[config.mk]
export PLATFORM = sky130hd
export DESIGN_NAME = tour_cmd_sequencer
export DESIGN_NICKNAME = d
export VERILOG_FILES = /design/src/rtl/tour_pkg.sv /design/src/rtl/tour_move_decode.sv /design/src/rtl/tour_cmd_sequencer.sv
export SDC_FILE = /design/constraint.sdc
export NUM_CORES = 1
export LEC_CHECK = 0
export BUFFER_PORTS_ARGS = -buffer_cell sky130_fd_sc_hd__buf_2
export CORE_MARGIN = 4
export CORE_UTILIZATION = 45
export DETAILED_ROUTE_END_ITERATION = 6
export PLACE_DENSITY = 0.68
export SYNTH_ARGS = -nofsm -noshare
export SYNTH_HDL_FRONTEND = slang
export SYNTH_HIERARCHICAL = 1
export SYNTH_SLANG_ARGS = --single-unit
[constraint.sdc]
create_clock -name clk -period 2.9 [get_ports clk]
set_input_delay 0.29 -clock clk [delete_from_list [all_inputs] [get_ports clk]]
set_output_delay 0.29 -clock clk [all_outputs]
set_load 0.02 [all_outputs]
[src/rtl/tour_pkg.sv]
// tour_pkg: shared states, command opcodes, headings and one-hot move codes for the tour path
package tour_pkg;

    typedef enum logic [2:0] {IDLE, LOAD, VERT, WAIT_V, HORZ, WAIT_H} state_t;

    localparam logic [3:0] OP_MOVE     = 4'h2;
    localparam logic [3:0] OP_MOVE_FAN = 4'h3;

    localparam logic [7:0] HDG_N = 8'h00;
    localparam logic [7:0] HDG_S = 8'h7F;
    localparam logic [7:0] HDG_E = 8'hBF;
    localparam logic [7:0] HDG_W = 8'h3F;

    // Named by the long leg first, then the short leg (e.g. N2W1 = two north, one west)
    localparam logic [7:0] MV_N2W1 = 8'h01;
    localparam logic [7:0] MV_N2E1 = 8'h02;
    localparam logic [7:0] MV_W2N1 = 8'h04;
    localparam logic [7:0] MV_W2S1 = 8'h08;
    localparam logic [7:0] MV_S2W1 = 8'h10;
    localparam logic [7:0] MV_S2E1 = 8'h20;
    localparam logic [7:0] MV_E2N1 = 8'h40;
    localparam logic [7:0] MV_E2S1 = 8'h80;

    function automatic logic [3:0] mag(input logic signed [2:0] v);
        return v[2] ? 4'(-v) : 4'(v);
    endfunction

    function automatic logic onehot8(input logic [7:0] m);
        return (m != 8'h00) && ((m & (m - 8'h01)) == 8'h00);
    endfunction

endpackage

[src/rtl/tour_move_decode.sv]
// tour_move_decode: one-hot knight move to signed square offsets plus a validity flag
module tour_move_decode
    import tour_pkg::*;
(
    input  logic              [7:0] move_i,
    output logic signed       [2:0] dx_o,
    output logic signed       [2:0] dy_o,
    output logic                    onehot_ok_o
);

    assign onehot_ok_o = onehot8(move_i);

    // Offset table shared with the solver; anything not one-hot decodes to (0,0)
    always_comb begin
        dx_o = 3'sd0;
        dy_o = 3'sd0;
        case (move_i)
            MV_N2W1: begin dx_o = -3'sd1; dy_o =  3'sd2; end
            MV_N2E1: begin dx_o =  3'sd1; dy_o =  3'sd2; end
            MV_W2N1: begin dx_o = -3'sd2; dy_o =  3'sd1; end
            MV_W2S1: begin dx_o = -3'sd2; dy_o = -3'sd1; end
            MV_S2W1: begin dx_o = -3'sd1; dy_o = -3'sd2; end
            MV_S2E1: begin dx_o =  3'sd1; dy_o = -3'sd2; end
            MV_E2N1: begin dx_o =  3'sd2; dy_o =  3'sd1; end
            MV_E2S1: begin dx_o =  3'sd2; dy_o = -3'sd1; end
            default: begin dx_o = 3'sd0; dy_o = 3'sd0; end
        endcase
    end

endmodule

[src/rtl/tour_cmd_sequencer.sv]
// tour_cmd_sequencer: walks the solved move table and issues a vertical then a horizontal command per move
module tour_cmd_sequencer
    import tour_pkg::*;
#(
    parameter int NUM_MOVES = 24
) (
    input  logic        clk,
    input  logic        rst_n,
    input  logic        start_tour,
    input  logic [7:0]  move,
    output logic [4:0]  indx,
    output logic [15:0] cmd,
    output logic        cmd_rdy,
    input  logic        clr_cmd_rdy,
    input  logic        resp_rdy,
    output logic        tour_done,
    output logic        move_err
);

    localparam logic [4:0] LAST = 5'(NUM_MOVES - 1);

    state_t             state_q, state_d;
    logic [4:0]         indx_q, indx_d;
    logic [15:0]        cmd_q, cmd_d;
    logic [7:0]         move_q, move_d;
    logic               err_q, err_d;
    logic               done_q, done_d;
    logic [7:0]         dec_in;
    logic signed [2:0]  dx, dy;
    logic               ok;
    logic [15:0]        vert_cmd, horz_cmd;

    // In LOAD the vertical leg is built from the live move; later the horizontal leg uses the latched copy
    assign dec_in = (state_q == LOAD) ? move : move_q;

    tour_move_decode u_dec (
        .move_i      (dec_in),
        .dx_o        (dx),
        .dy_o        (dy),
        .onehot_ok_o (ok)
    );

    assign vert_cmd  = {OP_MOVE,     dy[2] ? HDG_S : HDG_N, mag(dy)};
    assign horz_cmd  = {OP_MOVE_FAN, dx[2] ? HDG_W : HDG_E, mag(dx)};
    assign cmd_rdy   = (state_q == VERT) || (state_q == HORZ);
    assign indx      = indx_q;
    assign cmd       = cmd_q;
    assign tour_done = done_q;
    assign move_err  = err_q;

    // State and datapath registers; reset may strike at any point in a tour
    always_ff @(posedge clk) begin
        if (!rst_n) begin
            state_q <= IDLE;
            indx_q  <= '0;
            cmd_q   <= '0;
            move_q  <= '0;
            err_q   <= 1'b0;
            done_q  <= 1'b0;
        end else begin
            state_q <= state_d;
            indx_q  <= indx_d;
            cmd_q   <= cmd_d;
            move_q  <= move_d;
            err_q   <= err_d;
            done_q  <= done_d;
        end
    end

    // Handshake sequencing: each leg waits for clr, then for a fresh resp in the following wait state
    always_comb begin
        state_d = state_q;
        indx_d  = indx_q;
        cmd_d   = cmd_q;
        move_d  = move_q;
        err_d   = err_q;
        done_d  = 1'b0;
        case (state_q)
            IDLE: if (start_tour) begin
                indx_d  = '0;
                state_d = LOAD;
            end
            LOAD: begin
                move_d = move;
                if (!ok) begin
                    err_d   = 1'b1;
                    state_d = IDLE;
                end else begin
                    cmd_d   = vert_cmd;
                    state_d = VERT;
                end
            end
            VERT: if (clr_cmd_rdy) state_d = WAIT_V;
            WAIT_V: if (resp_rdy) begin
                cmd_d   = horz_cmd;
                state_d = HORZ;
            end
            HORZ: if (clr_cmd_rdy) state_d = WAIT_H;
            WAIT_H: if (resp_rdy) begin
                if (indx_q == LAST) begin
                    done_d  = 1'b1;
                    state_d = IDLE;
                end else begin
                    indx_d  = indx_q + 5'd1;
                    state_d = LOAD;
                end
            end
            default: state_d = IDLE;
        endcase
    end

endmodule

## Word level (Yosys, flattened, before mapping)

Cells that the tools add are included.

| word-level totals | value |
|---|---|
| logic and storage cells | 76 |
| bits in registers | 34 |
| memory bits (writable) | 0 |
| ROM bits | 0 |
| latch bits | 0 |
| memories kept | 0 |

| cells by class | value |
|---|---|
| multiplexer cells | 23 |
| magnitude comparators | 0 |
| $mul | 0 |
| bitwise logic cells | 2 |
| div/mod/pow operators | 0 |
| equality and inequality tests | 21 |
| shift-type cells | 0 |
| reductions and logical operators | 20 |
| add/sub/neg operators | 4 |

Operator list:

| cell | number |
|---|---|
| 16-bit 2-to-1 mux | 2 |
| 16-bit one-hot mux with 2 select lines | 1 |
| 3-bit one-hot mux with 4 select lines | 2 |
| 3-bit one-hot mux with 6 select lines | 1 |
| 8-bit 2-to-1 mux | 2 |
| 2-bit OR reduction | 8 |
| 3-bit 2-to-1 mux | 5 |
| 5-bit 2-to-1 mux | 3 |
| 2-bit != test, second input constant | 7 |
| 5-bit one-hot mux with 2 select lines | 1 |
| 8-bit AND | 1 |
| 8-bit by 1-bit equality test with 1-bit output, second input constant | 1 |
| 8-bit by 2-bit equality test with 1-bit output, second input constant | 1 |
| 8-bit by 3-bit equality test with 1-bit output, second input constant | 1 |
| 8-bit by 4-bit equality test with 1-bit output, second input constant | 1 |
| 8-bit by 5-bit equality test with 1-bit output, second input constant | 1 |
| 8-bit by 6-bit equality test with 1-bit output, second input constant | 1 |
| 8-bit by 7-bit equality test with 1-bit output, second input constant | 1 |
| 8-bit equality test, second input constant | 1 |
| 8-bit zero test | 1 |
| 4-bit 2-to-1 mux | 2 |
| 3-bit negator with 4-bit output | 2 |
| 8-bit nonzero test | 1 |
| 8-bit by 1-bit subtractor with 8-bit output, second input constant | 1 |
| 17 further kinds | 22 |

## Depth between registers and ports, before layout

Gate-level depths: netlist of run 1.

| depth | value |
|---|---|
| depth after elaboration | 9 |
| mapped depth | 13 |

## Hierarchy

Netlist of run 1, hierarchy kept.

By module, submodules not included:

| module | times used | sequential area each (um2) | cells an instance | area an instance (um2) |
|---|---|---|---|---|
| tour_cmd_sequencer | 1 | 540.5 | 148 | 1375.1 |
| tour_move_decode | 1 | 0.0 | 35 | 222.7 |

## Worst setup path after synthesis of run 1

OpenSTA, ideal clock, no wires.

| timing path | value |
|---|---|
| path type | flip-flop to flip-flop |
| from | register state_q[1] |
| to | register cmd_q[1], in the netlist cmd[1] |
| cell stages (with the launch flop) | 13 |
| setup slack | 196 ps |
| arrival time | 2630 ps |
| library setup time | 75 ps |
| buffers on the path | 2 |
| cells stage by stage | dfxtp_1 buf_4 nor3b_4 mux2_2 buf_2 nor4_4 nand3_1 nand3_1 inv_1 ha_1 mux2i_1 mux2_2 o22ai_1 |

| between the ends | value |
|---|---|
| word-level cells in the longest chain between the ends | 9 |
| elaborated cells on any way between the ends | 37 |

RTL lines:

| element | RTL line | source |
|---|---|---|
| start: declaration | tour_cmd_sequencer.sv:22 | `state_t state_q, state_d;` |
| start signal: assignment | tour_cmd_sequencer.sv:61 | `state_q <= state_d;` |
| 3-bit by 1-bit equality test with 1-bit output * | tour_cmd_sequencer.sv:34 | `assign dec_in = (state_q == LOAD) ? move : move_q;` |
| 8-bit 2-to-1 mux * | n/a |  |
| net dec_in[4] | tour_cmd_sequencer.sv:28 | `logic [7:0] dec_in;` |
| 8-bit by 4-bit equality test with 1-bit output (tied with other cells) | tour_move_decode.sv:17 | `case (move_i)` |
| 2-bit OR reduction (no source line) | n/a |  |
| 3-bit one-hot mux with 4 select lines * | tour_move_decode.sv:17 |  |
| net dy[0] | tour_cmd_sequencer.sv:29 | `logic signed [2:0] dx, dy;` |
| 3-bit negator with 4-bit output * | tour_pkg.sv:25 | `return v[2] ? 4'(-v) : 4'(v);` |
| 4-bit 2-to-1 mux * | tour_pkg.sv:25 |  |
| 16-bit 2-to-1 mux * | tour_cmd_sequencer.sv:85 | `if (!ok) begin` |
| 16-bit one-hot mux with 2 select lines * | tour_cmd_sequencer.sv:78 | `case (state_q)` |
| end signal: assignment | tour_cmd_sequencer.sv:63 | `cmd_q <= cmd_d;` |
| end: declaration | tour_cmd_sequencer.sv:24 | `logic [15:0] cmd_q, cmd_d;` |

The timed path passes the listed nets; every way through them passes the cells marked *. The select of a mux whose other input is x is not followed.
A chain may end at the register's enable or synchronous reset.

## Worst setup path in the final report of run 1

| timing path | value |
|---|---|
| from | register state_q[2] |
| to | register cmd_q[1], in the netlist cmd[1] |

The elaborated chain is that of the path after synthesis.

==> results.md, run 1 <==
- Drt wl/cell: 13.28 um
- Avg Inst Size Synth: 8.731 um2
- CP top delay family: simple AND/OR/NAND/NOR gates
- Async set-reset flop share out of synthesis: 0%
- H-tree levels: 1
- Slowest-stage cell, CP: mux2_2
- RePlAce Congestion: 0.7876
- Fin cells: 257
- # rows: 21
- Port bufs: 34
- LEAKAGE: 0.7853 nW
- Worst slack, placed: 0.07345 ns
- CTS Buf Count: 3
- Die width: 67.59 um
- Placed cells: 252
- Vias in the first global route: 1306
- Commonest non-fill, non-tap cell in the layout: buf_2
- Commonest cells after routing, fill and taps aside: buf_2, dfxtp_1, inv_1, mux2_2, a21oi_1
- Worst setup margin: 0.2020 ns
- Antenna violations before repair: 0
- CTS clk-pin slew, worst paths: 0.14 ns
- Critical path type: flop to flop
- Final wirelength: 3.413 mm
- Peak VDD IR: 0.2453 mV
- Ports: 37
- CP Data Required Time: 3.16 ns
- Final Skew: 0.008341 ns
- Relative max-transition margin: 65.76%
- Critical Path Start: state_q[2]
- Sequential element share of the synthesized area: 33.83%
- Number of synthesized flops with an enable pin: 0
- FF+latch count, synth: 27
- WP data arrival: 2.96 ns
- Synth warn: 6
- DRT iter0 DRCs: 83
- Post-DP Area: 1758 um2
- RR Endpoint: cmd[1]
- PwrDens: 579.6 nW/um2
- Die Height: 67.59 um
- Worst path max stage delay: 0.43 ns
- Hpwl dp: 2.554 mm
- Final setup vio count: 0
- Core footprint: 3390 um2
- HP Class: input pin to flop
- Buffers from clock root to sink, at most: 2
- Starting Density: 47.14%
- Crit. End Element: flop
- WP buf/inv: 2
- Reg2reg setup slack: 0.20 ns
- Fraction of layout cells with a size suffix above 1: 25.59%
- Routed Antenna Nets: 0
- Worst-Margin Slew: 0.5083 ns
- DR pass1 iterations: 4
- Ant. Diodes: 0
- Fmax: 370.6 MHz
- CP Launch Type: flop
- Worst path depth: 11
- Post-route cell area: 1807 um2
- Max-cap viol count: 0
- First-pass GRT wire length: 5.816 mm
- Status: finished clean
- Main synth FF type: dfxtp_1
- Fin nets: 228
- Gate Count Post-Synth: 183
- Worst setup path endpoint: cmd[1]
- Yosys cell types: 47
- Largest net degree at the start of global routing: 19
- Syn-to-layout area delta: 13.08%
- Via count: 1399
- Clock Tree Root: clkbuf_4
- Crit path cell chain: nor3b_4 > buf_12 > mux2_2 > nor4_4 > nand3_1 > nand3_1 > inv_1 > ha_1 > mux2i_1 > mux2_2 > o22ai_1
- Worst-Skew Late Latency: 0.32 ns
- Period utilization: 93.03%
- CTS Sinks: 27
- Total gr overflow: 0
- Residual DRC count: 0
- CTS tree: done
- Clock period minus worst slack: 2.698 ns
- Tot GR Track Use: 16.31%
- Hold path depth: 3
- Mean number of vias per cell: 5.444
- Pins Over Slew Limit: 0
- Reg2reg path depth: 11
- Endpoints failing hold: 0
- R2R Path Start: state_q[2]
- Mapped Area: 1598 um2
- TNS Setup: 0 ns
- Die area: 4568 um2
- Crit path max fanout: 9
-- Yosys cell counts, types with 4 or more instances --
library cell	instances	area share, %
mux2_2	10	7.0
nand3_1	9	2.8
mux2i_1	6	3.8
xnor2_1	4	2.2
a21oi_1	10	3.1
nor3_1	6	1.9
and2_1	8	3.1
inv_1	10	2.3
nand2b_1	4	1.6
nand4b_1	4	2.2
dfxtp_1	27	34
buf_4	9	4.2
nand2_1	7	1.6
o21ai_0	9	2.8
nor2_1	10	2.3
-- report_power, final --
part / internal, mW / switching [mW] / total (mW)
Clock: 0.0537 / 0.106 / 0.159
Sequential: 0.399 / 0.0141 / 0.413
Combinational: 0.193 / 0.282 / 0.474
Total: 0.646 / 0.401 / 1.05
-- final cells by class --
type / count / area [um2]
Inverter: 10 / 37.54
Sequential cell: 27 / 540.5
Clock buffer: 4 / 26.28
Tap cell: 46 / 57.56
Timing Repair Buffer: 38 / 212.7
Multi-Input combinational cell: 132 / 932.1
Fill cell: 316 / 1583
-- kinds of logic after synthesis --
| group | synth area share [%] |
|---|---|
| fa+ha+maj | 2.350 |
| xor+xnor | 3.289 |
| buf+inv | 8.222 |
| compound gates | 14.33 |
| simple gates | 26.94 |
| mux | 10.81 |
| flops | 33.83 |
| other cells | 0.2347 |
-- metal layers --
layer / global-route usage (%) / routed length, um / vias up / part of all wire, %
li1: - / - / 709 / -
met1: 20.80 / 1611 / 663 / 47
met2: 28.19 / 1672 / 25 / 49
met3: 2.329 / 108 / 2 / 3.2
met4: 4.810 / 21 / 0 / 0.62
met5: 0 / 0 / - / 0
-- tightest hold or removal path, delay by kind of cell --
family	cells	cell delay [ns]
AOI/OAI and AO/OA	2	0.21
buffers and inverters	1	0.10
-- what timing repair did --
action,4_1_cts,5_1_grt
resized for setup,0,1
setup endpoints to repair,0,5
hold buffers,0,0
buffers inserted,0,1
-- sequential cells by signal, indices dropped and copies added (netlist names) --
name	flops
cmd	9
move_q	8
indx	5
state_q	3
move_err	1
tour_done	1
-- worst min-delay path by stage --
stage,from,to
after global placement,cmd[3],cmd[3]
after floorplan,cmd[3],cmd[3]
after CTS,clr_cmd_rdy,state_q[0]
after global routing,clr_cmd_rdy,state_q[0]
after detailed placement,cmd[3],cmd[3]
final,clr_cmd_rdy,state_q[0]
-- through the flow --
stage                     power (mW)  hold WS (ns)  util (%)
after global placement        0.8782        0.4186     51.86
after floorplan               0.7956        0.5087         -
after CTS                      1.048        0.3295     52.64
after global routing           1.132        0.3211     53.30
after detailed placement      0.8859        0.4187     51.86
final                          1.047        0.3333     53.30
Power figures use the tool's default switching activity.
==> run 2, diff against run 1 <==
clock period = 2.93 ns   (was 2.9 ns; I/O delays follow)
==> results.md, run 2 (synthesized netlist as in run 1, its figures left out) <==
- H-tree levels: 1 (unchanged)
- Endpoints failing hold: 0 (unchanged)
- CTS tree: done
- Commonest cells after routing, fill and taps aside: buf_2, dfxtp_1
- Largest net degree at the start of global routing: 19 (unchanged)
- Port bufs: 34 (unchanged)
- Vias in the first global route: 1251 (-4.2%)
- Ant. Diodes: 0 (unchanged)
- Status: finished clean
- LEAKAGE: 0.7959 nW (+1.4%)
- CTS Sinks: 27 (unchanged)
- Max-cap viol count: 0 (unchanged)
- Pins Over Slew Limit: 0 (unchanged)
- Reg2reg setup slack: 0.17 ns (-0.04 ns)
- Antenna violations before repair: 0 (unchanged)
- Post-DP Area: 1758 um2 (unchanged)
- Max FFs per register: 9 (unchanged)
- Peak VDD IR: 0.4042 mV (+65%)
- Period utilization: 94.33% (+1.3 points)
- CP Data Required Time: 3.20 ns (+0.04 ns)
- TNS Setup: 0 ns (unchanged)
- RR Endpoint: cmd[1]
- Total gr overflow: 0 (unchanged)
- Worst-Skew Late Latency: 0.34 ns (+0.02 ns)
- # rows: 21 (unchanged)
- Fmax: 361.8 MHz (-2.4%)
- Die width: 67.59 um (unchanged)
- Crit. End Element: flop
- Hold endpoint: state_q[0]
- WP data arrival: 3.03 ns (+0.07 ns)
- Tot GR Track Use: 15.68% (-0.63 points)
- Crit path max fanout: 8 (-1)
- Reg2reg path depth: 11 (unchanged)
- Crit path cell chain: nor3b_4 > buf_4 > mux2_2 > nor2_1 > a21oi_1 > o31ai_1 > inv_1 > ha_1 > mux2i_1 > mux2_2 > o22ai_1
- First-pass GRT wire length: 5.568 mm (-4.3%)
- Hpwl dp: 2.498 mm (-2.2%)
- Buffers from clock root to sink, at most: 2 (unchanged)
- DR pass1 iterations: 4 (unchanged)
- Worst path max stage delay: 0.40 ns (-0.03 ns)
- Fraction of layout cells with a size suffix above 1: 26.64% (+1.0 points)
- Slowest-stage cell, CP: mux2_2
- PwrDens: 579.8 nW/um2 (about the same)
- Die Height: 67.59 um (unchanged)
- Clock Tree Root: clkbuf_4
- Ports: 37 (unchanged)
- R2R Path Start: state_q[0]
- Hold_sp: clr_cmd_rdy
- RePlAce Congestion: 0.7987 (+1.4%)
- Fin nets: 231 (+1.3%)
- Drt wl/cell: 13.32 um (+0.32%)
- Post-cts sizing count: 0 (unchanged)
- CTS Buf Count: 3 (unchanged)
- Worst path most repeated cell: mux2_2
- Starting Density: 47.14% (unchanged)
- HP Class: input pin to flop
- Die area: 4568 um2 (unchanged)
- Unrepaired setup endpoints after global routing: false
- Mean number of vias per cell: 5.419 (-0.45%)
- Final wirelength: 3.464 mm (+1.5%)
- Relative max-transition margin: 63.48% (-2.3 points)
- Final Skew: 0.01141 ns (+0.003069 ns)
- Commonest non-fill, non-tap cell in the layout: buf_2
- Hold path depth: 3 (unchanged)
- Critical path type: flop to flop
- Clock period minus worst slack: 2.764 ns (+0.06603 ns)
- Post-route cell area: 1818 um2 (+0.62%)
- Final setup vio count: 0 (unchanged)
- CP Launch Type: flop
- Worst-Margin Slew: 0.5421 ns (+0.03381 ns)
- CTS clk-pin slew, worst paths: 0.16 ns (+0.02 ns)
- Routed Antenna Nets: 0 (unchanged)
- Core footprint: 3390 um2 (unchanged)
- Residual DRC count: 0 (unchanged)
- DRT iter0 DRCs: 65 (-22%)
- Syn-to-layout area delta: 13.78%
- Via count: 1409 (+0.71%)
run 2: cell types whose count changed in the layout (fill, tap and decap cells not counted):
cell / previous run / this run
buf_12: 1 / 0
clkbuf_1: 1 / 0
clkinvlp_4: 0 / 1
nor2_1: 9 / 10
buf_4: 3 / 7
nor2_2: 1 / 0
run 2: layer usage:
layer	global-route usage (%)	part of all wire, %	vias to the layer above
met5	0	0	-
met4	3.038	0.49	0
met3	3.494	4.1	2
met2	27.10	49	33
met1	19.88	46	659
li1	-	-	715
run 2: final cells by class:
type | count | area, um2
sequential | 27 | 540.5
clock buffer | 3 | 22.52
inverter | 10 | 37.54
fill | 316 | 1572
clock inverter | 1 | 7.507
tap | 46 | 57.56
multi-input combinational | 132 | 929.6
timing repair buffer | 41 | 222.7
run 2: repair_timing:
action | CTS | global route
setup endpoints to repair | 0 | 4
hold endpoints to repair | 0 | 0
buffers inserted | 0 | 4
hold buffers | 0 | 0
run 2: how the worst max path moves through the flow:
stage	from	slack, ns	end
finish	state_q[0]	0.17	cmd[1]
global route	state_q[0]	0.006	cmd[1]
CTS	state_q[0]	0.04	cmd[1]
detailed placement	state_q[2]	0.09	cmd[1]
global placement	state_q[0]	0.15	cmd[1]
floorplan	state_q[1]	0.23	cmd[1]
run 2: power breakdown:
| part | total [mW] | leakage [nW] | internal [mW] | switching (mW) |
|---|---|---|---|---|
| Combinational | 0.471 | 0.563 | 0.193 | 0.279 |
| Sequential | 0.410 | 0.219 | 0.395 | 0.0143 |
| Clock | 0.173 | 0.0139 | 0.0523 | 0.121 |
| Total | 1.05 | 0.796 | 0.640 | 0.414 |
run 2: critical path: cells and delay by family, from the launching register on:
family | cells | cell delay (ns)
adder cells (fa/ha/maj) | 1 | 0.28
AND/OR/NAND/NOR | 2 | 0.44
flip-flops | 1 | 0.38
buffers and inverters | 2 | 0.27
AO/OA/AOI/OAI | 3 | 0.58
multiplexers | 3 | 0.75
run 2: stage by stage:
step / instances / hold slack (ns) / util (%) / setup WS (ns) / total power [mW]
after global routing: 260 / 0.3161 / 53.64 / 0.006180 / 1.126
after floorplan: 184 / 0.5087 / - / 0.2255 / 0.7875
after global placement: 252 / 0.4189 / 51.86 / 0.1494 / 0.8691
after CTS: 256 / 0.3004 / 52.75 / 0.04123 / 1.047
final: 260 / 0.3030 / 53.64 / 0.1660 / 1.054
after detailed placement: 252 / 0.4218 / 51.86 / 0.09073 / 0.8730
==> run 3, diff against run 2 <==
CORE_MARGIN = default   (was 4)
CORE_UTILIZATION = 43   (was 45)
PLACE_DENSITY = 0.65   (was 0.68)
==> results.md, run 3 (synthesized netlist as in run 1, its figures left out) <==
- Final setup vio count: 0 (unchanged)
- Share of total power in the clock network: 19.5% (+3.1 points)
- Worst-Skew Late Latency: 0.27 ns (-0.07 ns)
- Status: finished clean
- P_int: 690.2 uW (+7.8%)
- Crit. End Element: flop
- Max-cap viol count: 0 (unchanged)
- Period utilization: 92.29% (-2.0 points)
- TNS Setup: 0 ns (unchanged)
- Commonest non-fill, non-tap cell in the layout: buf_2
- Fin nets: 230 (-0.43%)
- Largest net degree at the start of global routing: 19 (unchanged)
- Fmax: 369.8 MHz (+2.2%)
- Port bufs: 34 (unchanged)
- Relative max-transition margin: 65.01% (+1.5 points)
- Antenna violations before repair: 0 (unchanged)
- DRT iter0 DRCs: 48 (-26%)
- CP Launch Type: flop
- Clock period minus worst slack: 2.704 ns (-0.05977 ns)
- Final core utilization: 53.44% (-0.20 points)
- PwrDens: 600.9 nW/um2 (+3.6%)
- Final wirelength: 3.503 mm (+1.1%)
- Commonest cells after routing, fill and taps aside: buf_2, dfxtp_1
- Crit path max fanout: 9 (+1)
- Hold_buf cts: 0 (unchanged)
- Drt wl/cell: 13.53 um (+1.5%)
- Final Skew: 0.003511 ns (-0.007899 ns)
- Endpoints failing hold: 0 (unchanged)
- WP data arrival: 2.91 ns (-0.12 ns)
- LEAKAGE: 0.8057 nW (+1.2%)
- CTS tree: done
- Total gr overflow: 0 (unchanged)
- CTS Sinks: 27 (unchanged)
- Unrepaired setup endpoints after global routing: false
- Peak VDD IR: 0.2520 mV (-38%)
- DR pass1 iterations: 4 (unchanged)
- Psw: 415.1 uW (+0.31%)
- First-pass GRT wire length: 5.899 mm (+5.9%)
- # rows: 21 (unchanged)
- Flop pwr share: 37.0% (-1.9 points)
- Buffers from clock root to sink, at most: 2 (unchanged)
- Mean number of vias per cell: 5.382 (-0.68%)
- Fraction of layout cells with a size suffix above 1: 26.29% (-0.34 points)
- Ports: 37 (unchanged)
- Post-cts sizing count: 0 (unchanged)
- Clock Tree Root: clkbuf_8
- Via count: 1394 (-1.1%)
- Die area: 3963 um2 (-13%)
- Critical path type: flop to flop
- H-tree levels: 1 (unchanged)
- Worst-Margin Slew: 0.5194 ns (-0.02268 ns)
- HP Class: input pin to flop
- Die width: 62.96 um (-6.9%)
- Core footprint: 3442 um2 (+1.6%)
- Max FFs per register: 9 (unchanged)
- RePlAce Congestion: 0.8442 (+5.7%)
- Logic pwr share: 43.5% (-1.2 points)
- CP Data Required Time: 3.13 ns (-0.07 ns)
- Vias in the first global route: 1332 (+6.5%)
- Number of fillers in the final layout: 347 (+9.8%)
- CTS clk-pin slew, worst paths: 0.10 ns (-0.06 ns)
- Hpwl dp: 2.624 mm (+5.0%)
- Routed Antenna Nets: 0 (unchanged)
- Pins Over Slew Limit: 0 (unchanged)
- Sw Share: 37.55% (-1.7 points)
- CTS Buf Count: 3 (unchanged)
- Residual DRC count: 0 (unchanged)
- Tot GR Track Use: 18.42% (+2.7 points)
- Ant. Diodes: 0 (unchanged)
- Sequential Area: 540.5 um2 (unchanged)
- Die Height: 62.96 um (-6.9%)
- Syn-to-layout area delta: 15.11%
- Starting Density: 46.42% (-0.72 points)
- Multi-input combinational cell area: 929.6 um2 (unchanged)
[run 3: changes by cell type in the layout (fill, tap and decap cells not counted), sizes merged]
cell,change
buf,-1
clkinv,+1
clkinvlp,-1
[run 3: cell type report]
cell class | instances | area share [%]
Inverter | 10 | 2.041
Timing Repair Buffer | 40 | 12.38
Sequential cell | 27 | 29.39
Clock buffer | 3 | 2.245
Clock inverter | 1 | 0.2721
Multi-Input combinational cell | 132 | 50.54
Tap cell | 46 | 3.129
[run 3: metrics by stage]
stage          std cells  area (um2)  hold slack, ns  worst slack [ns]  power, mW
2_1_floorplan        184        1602          0.5087            0.2255     0.7875
3_3_place_gp         254        1773          0.4148            0.2175     0.8700
3_5_place_dp         254        1773          0.4198            0.1460     0.8856
4_1_cts              258        1819          0.3867            0.1245      1.100
5_1_grt              259        1839          0.4097           0.05380      1.181
6_report             259        1839          0.3923            0.2258      1.105
[run 3: critical path: stages (launching register included)]
cell and delay, ns:
dfxtp_1 0.35, nor3b_4 0.23, buf_12 0.15, mux2_2 0.42, nor4_4 0.35, nand4b_1 0.17, nand3_1 0.14, inv_1 0.06
ha_1 0.27, mux2i_1 0.06, mux2_2 0.26, o22ai_1 0.16
[run 3: what timing repair did]
action                     4_1_cts  5_1_grt
hold endpoints to repair         0        0
setup buffers                    0        1
setup endpoints to repair        0        2
[run 3: worst paths after layout]
check / start / endpoint / slack (ns) / cells past startpoint
min: rst_n / cmd[3] / 0.39 / 3
max: state_q[1] / cmd[1] / 0.23 / 11
min reg2reg: cmd[3] / cmd[3] / 0.44 / 2
max reg2reg: state_q[1] / cmd[1] / 0.23 / 11
[run 3: per-layer routing]
| metal | vias up | routed length, um | track usage (%) |
|---|---|---|---|
| li1 | 720 | - | - |
| met1 | 641 | 1605 | 22.72 |
| met2 | 29 | 1745 | 31.45 |
| met3 | 4 | 111 | 3.467 |
| met4 | 0 | 40 | 6.686 |
| met5 | - | 0 | 0 |
[run 3: power by group through the flow]
stage	registers [mW]	logic, mW	clock network, mW
2_1_floorplan	0.433	0.354	0
3_3_place_gp	0.416	0.454	0
3_5_place_dp	0.418	0.468	0
4_1_cts	0.410	0.470	0.221
5_1_grt	0.413	0.534	0.234
6_report	0.409	0.480	0.216
